[config.mk]
export PLATFORM = sky130hd
export DESIGN_NAME = sys_step_clk_ctrl
export DESIGN_NICKNAME = d
export VERILOG_FILES = /design/src/rtl/sys_pkg.sv /design/src/rtl/sys_debounce.sv /design/src/rtl/sys_step_clk_ctrl.sv
export SDC_FILE = /design/constraint.sdc
export NUM_CORES = 1
export LEC_CHECK = 0
export ABC_AREA = 1
export BUFFER_PORTS_ARGS = -buffer_cell sky130_fd_sc_hd__buf_2
export CORE_MARGIN = 5
export CORE_UTILIZATION = 35
export DETAILED_ROUTE_END_ITERATION = 8
export SLEW_MARGIN = 0
export SYNTH_ARGS = -nofsm -noshare
export SYNTH_HDL_FRONTEND = slang
export SYNTH_SLANG_ARGS = --single-unit
export TNS_END_PERCENT = 50
[constraint.sdc]
create_clock -name SYS_clk_50 -period 1.6 [get_ports SYS_clk_50]
set_clock_uncertainty 0.1 [all_clocks]
set_input_delay 0.08 -clock SYS_clk_50 [delete_from_list [all_inputs] [get_ports SYS_clk_50]]
set_output_delay 0.08 -clock SYS_clk_50 [all_outputs]
set_load 0.01 [all_outputs]
[src/rtl/sys_pkg.sv]
// Shared types and default constants for the step-clock controller.
// Holds the FSM state encoding and default timing values.
// Also provides a counter-width helper that never returns zero.
package sys_pkg;

    typedef enum logic [1:0] {
        IDLE = 2'd0,
        HIGH = 2'd1,
        LOW  = 2'd2
    } step_state_t;

    localparam int DEF_DEBOUNCE_CYCLES = 500000;   // 10 ms at 50 MHz
    localparam int DEF_HALF_PERIOD     = 25000000; // 0.5 s high, 0.5 s low
    localparam int DEF_BURST_LEN       = 4;
    localparam int DEF_CNT_W           = 16;

    // Width of a counter that must hold 0..n-1; at least one bit so n=1 stays legal.
    function automatic int cnt_width(input int n);
        return (n > 1) ? $clog2(n) : 1;
    endfunction

endpackage

[src/rtl/sys_debounce.sv]
// Purpose: 2-flop synchroniser plus stability-counter debounce for one raw input.
// Latency: 2 sync cycles + DEBOUNCE_CYCLES stable cycles before the level changes.
// Backpressure: none; press_o is a single-cycle pulse on an accepted 0->1 change.
module sys_debounce
    import sys_pkg::*;
#(
    parameter int DEBOUNCE_CYCLES = DEF_DEBOUNCE_CYCLES
) (
    input  logic clk,
    input  logic rst_n,
    input  logic raw_i,
    output logic level_o,
    output logic press_o
);

    localparam int              DB_W    = cnt_width(DEBOUNCE_CYCLES);
    localparam logic [DB_W-1:0] DB_LAST = DB_W'(DEBOUNCE_CYCLES - 1);

    logic            sync1_q, sync1_d;
    logic            sync2_q, sync2_d;
    logic [DB_W-1:0] db_cnt_q, db_cnt_d;
    logic            btn_db_q, btn_db_d;
    logic            press_q, press_d;

    // Next-state: count consecutive cycles the synced input disagrees with the accepted level.
    always_comb begin
        sync1_d  = raw_i;
        sync2_d  = sync1_q;
        db_cnt_d = db_cnt_q;
        btn_db_d = btn_db_q;
        press_d  = 1'b0;
        if (sync2_q == btn_db_q) begin
            db_cnt_d = '0;
        end else if (db_cnt_q == DB_LAST) begin
            btn_db_d = sync2_q;
            db_cnt_d = '0;
            press_d  = sync2_q;   // only a rising acceptance is a press
        end else begin
            db_cnt_d = db_cnt_q + DB_W'(1);
        end
    end

    // State registers; everything clears on reset so no spurious press follows release.
    always_ff @(posedge clk or negedge rst_n) begin
        if (!rst_n) begin
            sync1_q  <= 1'b0;
            sync2_q  <= 1'b0;
            db_cnt_q <= '0;
            btn_db_q <= 1'b0;
            press_q  <= 1'b0;
        end else begin
            sync1_q  <= sync1_d;
            sync2_q  <= sync2_d;
            db_cnt_q <= db_cnt_d;
            btn_db_q <= btn_db_d;
            press_q  <= press_d;
        end
    end

    assign level_o = btn_db_q;
    assign press_o = press_q;

endmodule

[src/rtl/sys_step_clk_ctrl.sv]
// Purpose: CPU clock generator, free-run or single-step (STEP_BURST_EN: burst of BURST_LEN periods per press).
// Latency: press pulse in cycle n -> SYS_clk high from cycle n+1; sw_run adds 2 sync cycles.
// Backpressure: presses arriving while a period/burst is in progress are dropped, never queued.
module sys_step_clk_ctrl
    import sys_pkg::*;
#(
    parameter int DEBOUNCE_CYCLES = DEF_DEBOUNCE_CYCLES,
    parameter int HALF_PERIOD     = DEF_HALF_PERIOD,
    parameter int BURST_LEN       = DEF_BURST_LEN,
    parameter int CNT_W           = DEF_CNT_W
) (
    input  logic             SYS_clk_50,
    input  logic             SYS_reset_n,
    input  logic             btn_step,
    input  logic             sw_run,
    output logic             SYS_clk,
    output logic             busy,
    output logic [CNT_W-1:0] step_count
);

    localparam int              PH_W    = cnt_width(HALF_PERIOD);
    localparam logic [PH_W-1:0] PH_LAST = PH_W'(HALF_PERIOD - 1);

    logic press;
    logic btn_level_unused;

    sys_debounce #(
        .DEBOUNCE_CYCLES (DEBOUNCE_CYCLES)
    ) u_btn_db (
        .clk     (SYS_clk_50),
        .rst_n   (SYS_reset_n),
        .raw_i   (btn_step),
        .level_o (btn_level_unused),
        .press_o (press)
    );

    logic             run_s1_q, run_s1_d;
    logic             run_s_q, run_s_d;
    step_state_t      state_q, state_d;
    logic [PH_W-1:0]  ph_cnt_q, ph_cnt_d;
    logic             sys_clk_q, sys_clk_d;
    logic             busy_q, busy_d;
    logic [CNT_W-1:0] step_cnt_q, step_cnt_d;
    logic             burst_pend;

`ifdef STEP_BURST_EN
    localparam int               REM_W    = cnt_width(BURST_LEN);
    localparam logic [REM_W-1:0] REM_LOAD = REM_W'(BURST_LEN - 1);

    logic [REM_W-1:0] rem_q, rem_d;

    assign burst_pend = (rem_q != '0);
`else
    logic [31:0] unused_burst_len;

    assign unused_burst_len = BURST_LEN;
    assign burst_pend       = 1'b0;
`endif

    // Next-state for the mode synchroniser, phase FSM and registered outputs.
    always_comb begin
        run_s1_d   = sw_run;
        run_s_d    = run_s1_q;
        state_d    = state_q;
        ph_cnt_d   = ph_cnt_q;
        step_cnt_d = step_cnt_q;
`ifdef STEP_BURST_EN
        rem_d      = rem_q;
`endif
        case (state_q)
            IDLE: begin
                ph_cnt_d = '0;
                // run wins over a simultaneous press, so only one period starts
                if (run_s_q || press) begin
                    state_d    = HIGH;
                    step_cnt_d = step_cnt_q + CNT_W'(1);
`ifdef STEP_BURST_EN
                    // a free-run start carries no burst; the press path loads the remainder
                    rem_d      = run_s_q ? '0 : REM_LOAD;
`endif
                end
            end
            HIGH: begin
                if (ph_cnt_q == PH_LAST) begin
                    state_d  = LOW;
                    ph_cnt_d = '0;
                end else begin
                    ph_cnt_d = ph_cnt_q + PH_W'(1);
                end
            end
            LOW: begin
                if (ph_cnt_q == PH_LAST) begin
                    ph_cnt_d = '0;
                    if (run_s_q || burst_pend) begin
                        state_d    = HIGH;
                        step_cnt_d = step_cnt_q + CNT_W'(1);
`ifdef STEP_BURST_EN
                        if (burst_pend) begin
                            rem_d = rem_q - REM_W'(1);
                        end
`endif
                    end else begin
                        state_d = IDLE;
                    end
                end else begin
                    ph_cnt_d = ph_cnt_q + PH_W'(1);
                end
            end
            default: begin
                state_d  = IDLE;
                ph_cnt_d = '0;
            end
        endcase
        // outputs are registered copies of the next state, so SYS_clk cannot glitch
        sys_clk_d = (state_d == HIGH);
        busy_d    = (state_d != IDLE);
    end

    // All controller state; reset drops SYS_clk immediately and leaves nothing pending.
    always_ff @(posedge SYS_clk_50 or negedge SYS_reset_n) begin
        if (!SYS_reset_n) begin
            run_s1_q   <= 1'b0;
            run_s_q    <= 1'b0;
            state_q    <= IDLE;
            ph_cnt_q   <= '0;
            sys_clk_q  <= 1'b0;
            busy_q     <= 1'b0;
            step_cnt_q <= '0;
`ifdef STEP_BURST_EN
            rem_q      <= '0;
`endif
        end else begin
            run_s1_q   <= run_s1_d;
            run_s_q    <= run_s_d;
            state_q    <= state_d;
            ph_cnt_q   <= ph_cnt_d;
            sys_clk_q  <= sys_clk_d;
            busy_q     <= busy_d;
            step_cnt_q <= step_cnt_d;
`ifdef STEP_BURST_EN
            rem_q      <= rem_d;
`endif
        end
    end

    assign SYS_clk    = sys_clk_q;
    assign busy       = busy_q;
    assign step_count = step_cnt_q;

endmodule

# Word-level counts from Yosys, hierarchy flattened
# Cells that the tools add are included.
# W data, S select, Z words.
# op_classes
addsub	3
bitwise	1
reduce_logical	7
n_eq_ne	9
mux	15
# op_table
cell	n
$mux W25	2
$mux W16	3
$mux W19	2
$pmux W16 S2	1
$add A25 B1 Y25 const B	1
$eq A25 B25 Y1 const B	1
$add A19 B1 Y19 const B	1
$eq A19 B19 Y1 const B	1
$add A16 B1 Y16 const B	1
$mux W2	3
$ne A2 B2 Y1 const B	3
$pmux W2 S3	1
$eq A2 B1 Y1 const B	2
$reduce_and A4 Y1	1
$reduce_bool A2 Y1	2
$mux W1	3
$eq A2 B2 Y1 const B	1
$logic_not A2 Y1	1
$reduce_and A2 Y1	1
$reduce_or A2 Y1	1
$eq A1 B1 Y1	1
$logic_or A1 B1 Y1	1
$not A1 Y1	1
# totals
inputBits	4
output_inout_bits	18
register_bits	70
word_cells	47

# Depth between registers and ports, before layout
# Gate-level depths: netlist (run 1).
# depth
depth_word	4
ltp_mapped	11
depth_no_buf	11

# Cells and area by module
# From an unflattened synthesis (run 1), not the netlist that was laid out.
# unflattened
cells_unflattened	478
area_unflattened_um2	3873.7
# modules_own_cells
mod	area_per_inst_um2	cells_each	n_inst
sys_step_clk_ctrl	2650.0	329	1
sys_debounce	1223.7	149	1

# Least setup slack after synthesis (run 1)
# Ideal clock, no wire load.
# synth_path
path_kind	register -> register
start	register state_q[0]
end	register step_cnt_q[3], in the netlist step_count[3]
setup_slack_ps	-130
path_stages_with_launch	10
arrival_ps	1508
setup_ps	122
path_buffers	1
t_required_ps	1378
path_cell_list	dfrtp_1 -> inv_1 -> ha_1 -> nand2_1 -> o21ai_0 -> o21ai_0 -> inv_1 -> buf_2 -> nand3_2 -> xor2_1
# synth_between
elab_chain_cells	3
elab_cells_between_ends	8
# synth_lines
element	line_no	rtl
from (decl)	sys_step_clk_ctrl.sv:39	step_state_t state_q, state_d;
from (signal assigned)	sys_step_clk_ctrl.sv:135	state_q <= state_d;
$eq A2 B2 Y1 / $logic_not A2 Y1 (equally long branches)	sys_step_clk_ctrl.sv:70	case (state_q)
$ne A2 B2 Y1 (no line) / $reduce_bool A2 Y1 (equally long branches)	n/a	
$reduce_and A4 Y1 (no line)	n/a	
to (signal assigned)	sys_step_clk_ctrl.sv:139	step_cnt_q <= step_cnt_d;
to (decl)	sys_step_clk_ctrl.sv:43	logic [CNT_W-1:0] step_cnt_q, step_cnt_d;
# Parallel ways exist; a longest one is shown, timed or not.
# A chain may end at the register's enable or synchronous reset.

# Worst setup path after layout (run 1)
# layout_path
start	register ph_cnt_q[0]
end	register step_cnt_q[3], in the netlist step_count[3]
# layout_between
elab_chain_cells	3
# layout_lines
element	line_no	rtl
from (decl)	sys_step_clk_ctrl.sv:40	logic [PH_W-1:0] ph_cnt_q, ph_cnt_d;
from (signal assigned)	sys_step_clk_ctrl.sv:136	ph_cnt_q <= ph_cnt_d;
$eq A25 B25 Y1	sys_step_clk_ctrl.sv:92	if (ph_cnt_q == PH_LAST) begin
$ne A2 B2 Y1 (no line)	n/a	
$reduce_and A4 Y1 (no line)	n/a	
# Every way passes these cells.

==> summary.md, run 1 <==
| Metric | Value |
|---|---|
| Layout Nets | `602` |
| Combinational Power Share | `30.5%` |
| Reg clk slew, reported paths | `0.08 ns` |
| Post-DP HPWL | `6.16 mm` |
| RSZ-0062 raised after global routing | `yes` |
| Initial core utilization | `35.4%` |
| PwrDens | `963 nW/um2` |
| Via count | `3363` |
| First-pass GRT wire length | `14.6 mm` |
| Post-Syn Nets | `489` |
| Post-route ant nets | `0` |
| Slew HR | `72.4%` |
| Clk sinks | `70` |
| Final hold slack | `0.0845 ns` |
| Die span in x | `114 um` |
| Mapped cell area | `3790 um2` |
| Fin util | `49.1%` |
| Sequential share of power | `40.7%` |
| Startpoint types | `register` |
| GRT Resource Usage Total | `13.9%` |
| Initial antenna violation count | `0` |
| Drt wl/cell | `12.0 um` |
| Hold Crit Class | `in -> async` |
| Worst setup path class | `reg -> reg` |
| Port bufs | `21` |
| Row Count | `38` |
| Clock latency on the worst-skew pair | `0.35 ns` |
| Max Slew Vio Count | `0` |
| I/O pins | `22` |
| Syn_area_per_cell | `7.92 um2` |
| Synth Register Bits | `70` |
| Sw Pwr | `0.00170 W` |
| Peak Freq | `0.579 GHz` |
| Clock power share | `28.8%` |
| Status | `finished, violations left` |
| Diodes inserted | `0` |
| CTS max path bufs | `2` |
| Crit path capture type | `register` |
| Internal Pwr Total | `0.00337 W` |
| Yosys cell types | `33` |
| DRC | `0` |
| Lkg Pwr | `2.41 nW` |
| Worst Path Max Fanout | `5` |
| Via density | `4.57` |
| Gr ovfl total | `0` |
| Slew @ Worst Pin | `0.413 ns` |
| Largest net degree at the start of global routing | `38` |
| Violated checks | `setup timing` |
| WP data required | `1.74 ns` |
| Share of post-route cells with drive strength above 1 | `36.9%` |
| Die Y | `114 um` |
| Die area | `13000 um2` |
| CTS tree | `built` |
| Setup ws final | `-0.126 ns` |
| Layout area overhead | `38.8%` |
| Peak supply drop | `0.000430 V` |
| Placer Congestion | `0.832` |
| TritonCTS buffer count | `9` |
| CTS root buf | `clkbuf_8` |
| Max Cap Viol | `0` |
| Iter 0 DRT Violations | `122` |
| Drt first pass iters | `4` |
| Yosys warning total | `0` |
| Core area | `10700 um2` |
| Post-detailed-routing wire length | `8.81 mm` |
| Most common cell after layout, fill and taps aside | `nand2_1` |
| Setup violators final | `30` |
| H-Tree Depth | `3` |
| Final Hold Vio Count | `0` |
| Min Tclk post-route | `1.73 ns` |
| Vias in the first global route | `3233` |
| Post-synthesis sequential area ratio | `46.3%` |
| Gate Count Post-Synth | `478` |
| Switching part of the total power | `33.5%` |
| Filler cells | `1027` |
| Worst Path Arrival | `1.87 ns` |
| Period Utilization, post-route | `108%` |
| Most frequent cells in the layout | `nand2_1 (90), buf_4 (73), nor2_1 (68)` |
sequential cells by signal (all words and copies together) (netlist names), 2 cells and up:
| register | cells |
|---|---|
| state_q | 2 |
| ph_cnt_q | 25 |
| step_count | 16 |
| u_btn_db.db_cnt_q | 19 |
cells by family (layout without fill, tap and decap cells):
family | count (synthesis) | after routing | share of synthesized area [%]
XOR/XNOR | 26 | 26 | 6.21
adder cells (fa/ha/maj) | 7 | 7 | 2.31
buffers and inverters | 68 | 185 | 7.34
AND/OR/NAND/NOR | 271 | 272 | 32.5
flip-flops | 70 | 70 | 46.3
AO/OA/AOI/OAI | 36 | 36 | 5.35
cells in the mapped netlist (all sizes together):
cell | number | area (um2)
a211oi | 1 | 7.51
a21oi | 14 | 73.8
and3 | 1 | 6.26
buf | 5 | 41.3
clkinv | 1 | 3.75
dfrtp | 70 | 1750
ha | 7 | 87.6
inv | 62 | 233
nand2 | 110 | 440
nand3 | 42 | 250
nand4 | 7 | 43.8
nor2 | 89 | 357
nor3 | 18 | 105
nor3b | 3 | 22.5
nor4 | 1 | 6.26
o21a | 2 | 15.0
o21ai | 16 | 83.8
o21bai | 2 | 15.0
o31ai | 1 | 7.51
xnor2 | 7 | 68.8
xor2 | 19 | 166
layer usage:
layer  GRT usage, %  up-vias  routed length (um)
met1           18.2     1563                4140
li1               -     1742                   -
met4           6.57        0                 180
met5              0        -                   0
met2           22.2       43                4220
met3           2.81       15                 266
final cells by class:
class / count / area, um2 / share of cell area (%)
Timing Repair Buffer: 106 / 806 / 15.3
Clock buffer: 10 / 138 / 2.62
Clock inverter: 6 / 61.3 / 1.17
Tap cell: 140 / 175 / 3.33
Inverter: 63 / 236 / 4.50
Multi-Input combinational cell: 341 / 2080 / 39.6
Sequential cell: 70 / 1760 / 33.4
metrics by stage:
stage          cells  instance area (um2)  total power [W]  setup slack, ns  TNS [ns]
5_1_grt          736                 5260          0.00541           -0.248     -5.30
6_report         736                 5260          0.00506           -0.126     -1.43
3_3_place_gp     696                 4540          0.00331          -0.0945    -0.569
2_1_floorplan    478                 3820          0.00286          0.00144         0
3_5_place_dp     696                 4540          0.00335           -0.115     -1.42
4_1_cts          727                 4920          0.00495          -0.0533    -0.512
power by group through the flow:
stage | logic [W] | registers (W) | clock network, W
detailed placement | 0.00125 | 0.00210 | 0
floorplan | 0.000709 | 0.00215 | 0
global route | 0.00173 | 0.00209 | 0.00159
finish | 0.00154 | 0.00206 | 0.00146
CTS | 0.00138 | 0.00206 | 0.00151
global placement | 0.00121 | 0.00210 | 0
critical path, stage by stage (launching register included):
cell,delay (ns)
dfrtp_1,0.41
ha_4,0.16
nand3_4,0.10
inv_2,0.08
nand2_2,0.05
nor2_2,0.09
nand2_2,0.10
nand2_4,0.17
buf_6,0.15
nand3_2,0.06
xor2_1,0.14
path summary, 6_finish.rpt:
kind	endpoint	cells after the start	startpoint	slack, ns
max	step_count[3]	10	ph_cnt_q[0]	-0.13
min	u_btn_db.db_cnt_q[16]	2	SYS_reset_n	0.08
max reg2reg	step_count[3]	10	ph_cnt_q[0]	-0.13
min reg2reg	u_btn_db.sync2_q	0	u_btn_db.sync1_q	0.25
max in group asynchronous	ph_cnt_q[10]	3	SYS_reset_n	0.71
min in group SYS_clk_50	u_btn_db.sync2_q	0	u_btn_db.sync1_q	0.25
repair_timing:
item                                    in CTS  in global routing
buffers inserted                            11                  9
endpoints found under the hold margin       72                  0
hold buffers                                 3                  0
cloned                                       1                  0
endpoints found under the setup margin      36                 53
pin swaps                                    8                 23
resized for setup                           27                 74
Note: power is estimated with default switching activity, not from simulation.
==> run 2, diff against run 1 <==
--- a/config.mk
+++ b/config.mk
@@ -10,6 +10,7 @@
 export CORE_MARGIN = 5
 export CORE_UTILIZATION = 35
 export DETAILED_ROUTE_END_ITERATION = 8
+export RECOVER_POWER = 50
 export SLEW_MARGIN = 0
 export SYNTH_ARGS = -nofsm -noshare
 export SYNTH_HDL_FRONTEND = slang
==> run 2 against run 1 <==
Against the previous run:
- the flow still finishes with violations (setup timing)
- register-to-register slack hardly changed
- design area down 0.19%
- largest cell class unchanged
- clock power about the same
- first-iteration DRC count increased by 0.82%
- hold slack improved by 0.17 ns
==> summary.md, run 2 (synthesis gave the netlist of run 1 again) <==
| Metric | Value |
|---|---|
| Status | `finished, violations left (unchanged)` |
| Violated checks | `setup timing (unchanged)` |
| Post-DP Area | `4540 um2 (unchanged)` |
| Core area | `10700 um2 (unchanged)` |
| Hold Crit Class | `reg -> reg (was in -> async)` |
| I/O pins | `22 (unchanged)` |
| Final Power | `0.00506 W (about the same)` |
| Die Y | `114 um (unchanged)` |
| Crit path capture type | `register (unchanged)` |
| WP data required | `1.74 ns (about the same)` |
| Clk sinks | `70 (unchanged)` |
| CTS root buf | `clkbuf_8 (unchanged)` |
| Top Layer Used | `met4 (unchanged)` |
| Slew HR | `37.1% (was 72.4%)` |
| Worst Path Max Fanout | `5 (unchanged)` |
| Share of post-route cells with drive strength above 1 | `36.7% (was 36.9%)` |
| Vias in the first global route | `3233 (unchanged)` |
| Most common cell after layout, fill and taps aside | `nand2_1 (unchanged)` |
| GRT Resource Usage Total | `13.9% (unchanged)` |
| Reg clk slew, reported paths | `0.08 ns (about the same)` |
| TritonCTS buffer count | `9 (unchanged)` |
| Setup violators final | `30 (unchanged)` |
| Gr ovfl total | `0 (unchanged)` |
| Max reg flops | `25 (unchanged)` |
| Peak Freq | `0.579 GHz (about the same)` |
| Diodes inserted | `0 (unchanged)` |
| Filler cells | `1030 (was 1027)` |
| Die area | `13000 um2 (unchanged)` |
| Iter 0 DRT Violations | `123 (was 122)` |
| Post-route ant nets | `0 (unchanged)` |
| Met3 WL | `255 um (was 266 um)` |
| Period Utilization, post-route | `108% (about the same)` |
| H-Tree Depth | `3 (unchanged)` |
| PwrDens | `965 nW/um2 (was 963 nW/um2)` |
| First-pass GRT wire length | `14.6 mm (unchanged)` |
| Peak supply drop | `0.000430 V (about the same)` |
| Min Tclk post-route | `1.73 ns (about the same)` |
| Worst setup path class | `reg -> reg (unchanged)` |
| WL met1 | `4.16 mm (was 4.14 mm)` |
| Worst Path Arrival | `1.87 ns (about the same)` |
| Max Cap Viol | `0 (unchanged)` |
| CTS tree | `built (unchanged)` |
| Max Slew Vio Count | `0 (unchanged)` |
| Drt first pass iters | `4 (unchanged)` |
| Largest net degree at the start of global routing | `38 (unchanged)` |
| Initial core utilization | `35.4% (unchanged)` |
| Slew @ Worst Pin | `0.943 ns (was 0.413 ns)` |
| Port bufs | `21 (unchanged)` |
| Post-detailed-routing wire length | `8.82 mm (was 8.81 mm)` |
| Initial antenna violation count | `0 (unchanged)` |
| Lkg Pwr | `2.40 nW (was 2.41 nW)` |
| Cell area after layout | `5250 um2 (was 5260 um2)` |
| Clock latency on the worst-skew pair | `0.35 ns (about the same)` |
| Most frequent cells in the layout | `nand2_1 (90), buf_4 (73), nor2_1 (68) (unchanged)` |
| DRC | `0 (unchanged)` |
| Startpoint types | `register (unchanged)` |
| Final Hold Vio Count | `0 (unchanged)` |
| Via density | `4.55 (was 4.57)` |
| Layout area overhead | `38.5% (was 38.8%)` |
| Via count | `3350 (was 3363)` |
| Die span in x | `114 um (unchanged)` |
| Post-DP HPWL | `6.16 mm (unchanged)` |
| Setup ws final | `-0.127 ns (was -0.126 ns)` |
| Largest reg by FF count | `ph_cnt_q (unchanged)` |
| CTS max path bufs | `2 (unchanged)` |
| RSZ-0062 raised after global routing | `yes (unchanged)` |
| Placer Congestion | `0.832 (unchanged)` |
| Row Count | `38 (unchanged)` |
| DR WL met2 | `4.22 mm (about the same)` |
| Drt wl/cell | `12.0 um (about the same)` |
| Layout Nets | `602 (unchanged)` |
-- run 2: changes by cell type in the layout (fill, tap and decap cells not counted) --
cell / change
buf_6: +1
clkbuf_1: +1
buf_2: -1
buf_12: -1
-- run 2: final cells by class --
class	count	area (um2)	share of cell area (%)
Clock buffer	10	138	2.62
Clock inverter	6	61.3	1.17
Inverter	63	236	4.51
Multi-Input combinational cell	341	2080	39.7
Sequential cell	70	1760	33.5
Tap cell	140	175	3.34
Timing Repair Buffer	106	796	15.2
-- run 2: stage by stage --
| stage | TNS [ns] | util (%) | instances | setup slack, ns | hold slack [ns] |
|---|---|---|---|---|---|
| CTS | -0.512 | 46.0 | 727 | -0.0533 | 0.0893 |
| global route | -5.45 | 49.0 | 736 | -0.248 | 0.268 |
| detailed placement | -1.42 | 42.4 | 696 | -0.115 | -0.0564 |
| finish | -1.48 | 49.0 | 736 | -0.127 | 0.253 |
| global placement | -0.569 | 42.4 | 696 | -0.0945 | -0.0616 |
| floorplan | 0 | - | 478 | 0.00144 | -0.316 |
-- run 2: worst max-delay path: stages, from the launching register on --
cell and delay, ns:
dfrtp_1 0.41, ha_4 0.16, nand3_4 0.10, inv_2 0.08, nand2_2 0.05, nor2_2 0.09, nand2_2 0.10, nand2_4 0.17
buf_6 0.15, nand3_2 0.06, xor2_1 0.14
-- run 2: power breakdown --
group | total [W] | internal [W] | leakage, nW | switching (W)
sequential | 0.00206 | 0.00193 | 0.942 | 0.000130
combinational | 0.00154 | 0.000674 | 1.36 | 0.000866
clock | 0.00146 | 0.000757 | 0.102 | 0.000701
-- run 2: worst paths after layout --
| path | startpoint | slack [ns] | endpoint | depth (start not counted) |
|---|---|---|---|---|
| hold reg to reg | u_btn_db.sync1_q | 0.25 | u_btn_db.sync2_q | 0 |
| max in group asynchronous | SYS_reset_n | 0.25 | step_count[0] | 3 |
| min in group asynchronous | SYS_reset_n | 0.28 | u_btn_db.db_cnt_q[16] | 2 |
| setup reg to reg | ph_cnt_q[0] | -0.13 | step_count[3] | 10 |
| setup / recovery | ph_cnt_q[0] | -0.13 | step_count[3] | 10 |
| hold / removal | u_btn_db.sync1_q | 0.25 | u_btn_db.sync2_q | 0 |
-- run 2: per-layer routing --
metal | GRT usage, % | vias to the layer above
li1 | - | 1740
met1 | 18.2 | 1553
met2 | 22.2 | 42
met3 | 2.81 | 15
met4 | 6.57 | 0
met5 | 0 | -
-- run 2: timing repair --
action | in CTS | in global routing
pin swaps | 8 | 23
gates resized for setup | 27 | 74
hold endpoints to repair | 72 | 0
gates cloned | 1 | 0
setup endpoints to repair | 36 | 53
hold buffers | 3 | 0
setup buffers | 11 | 9
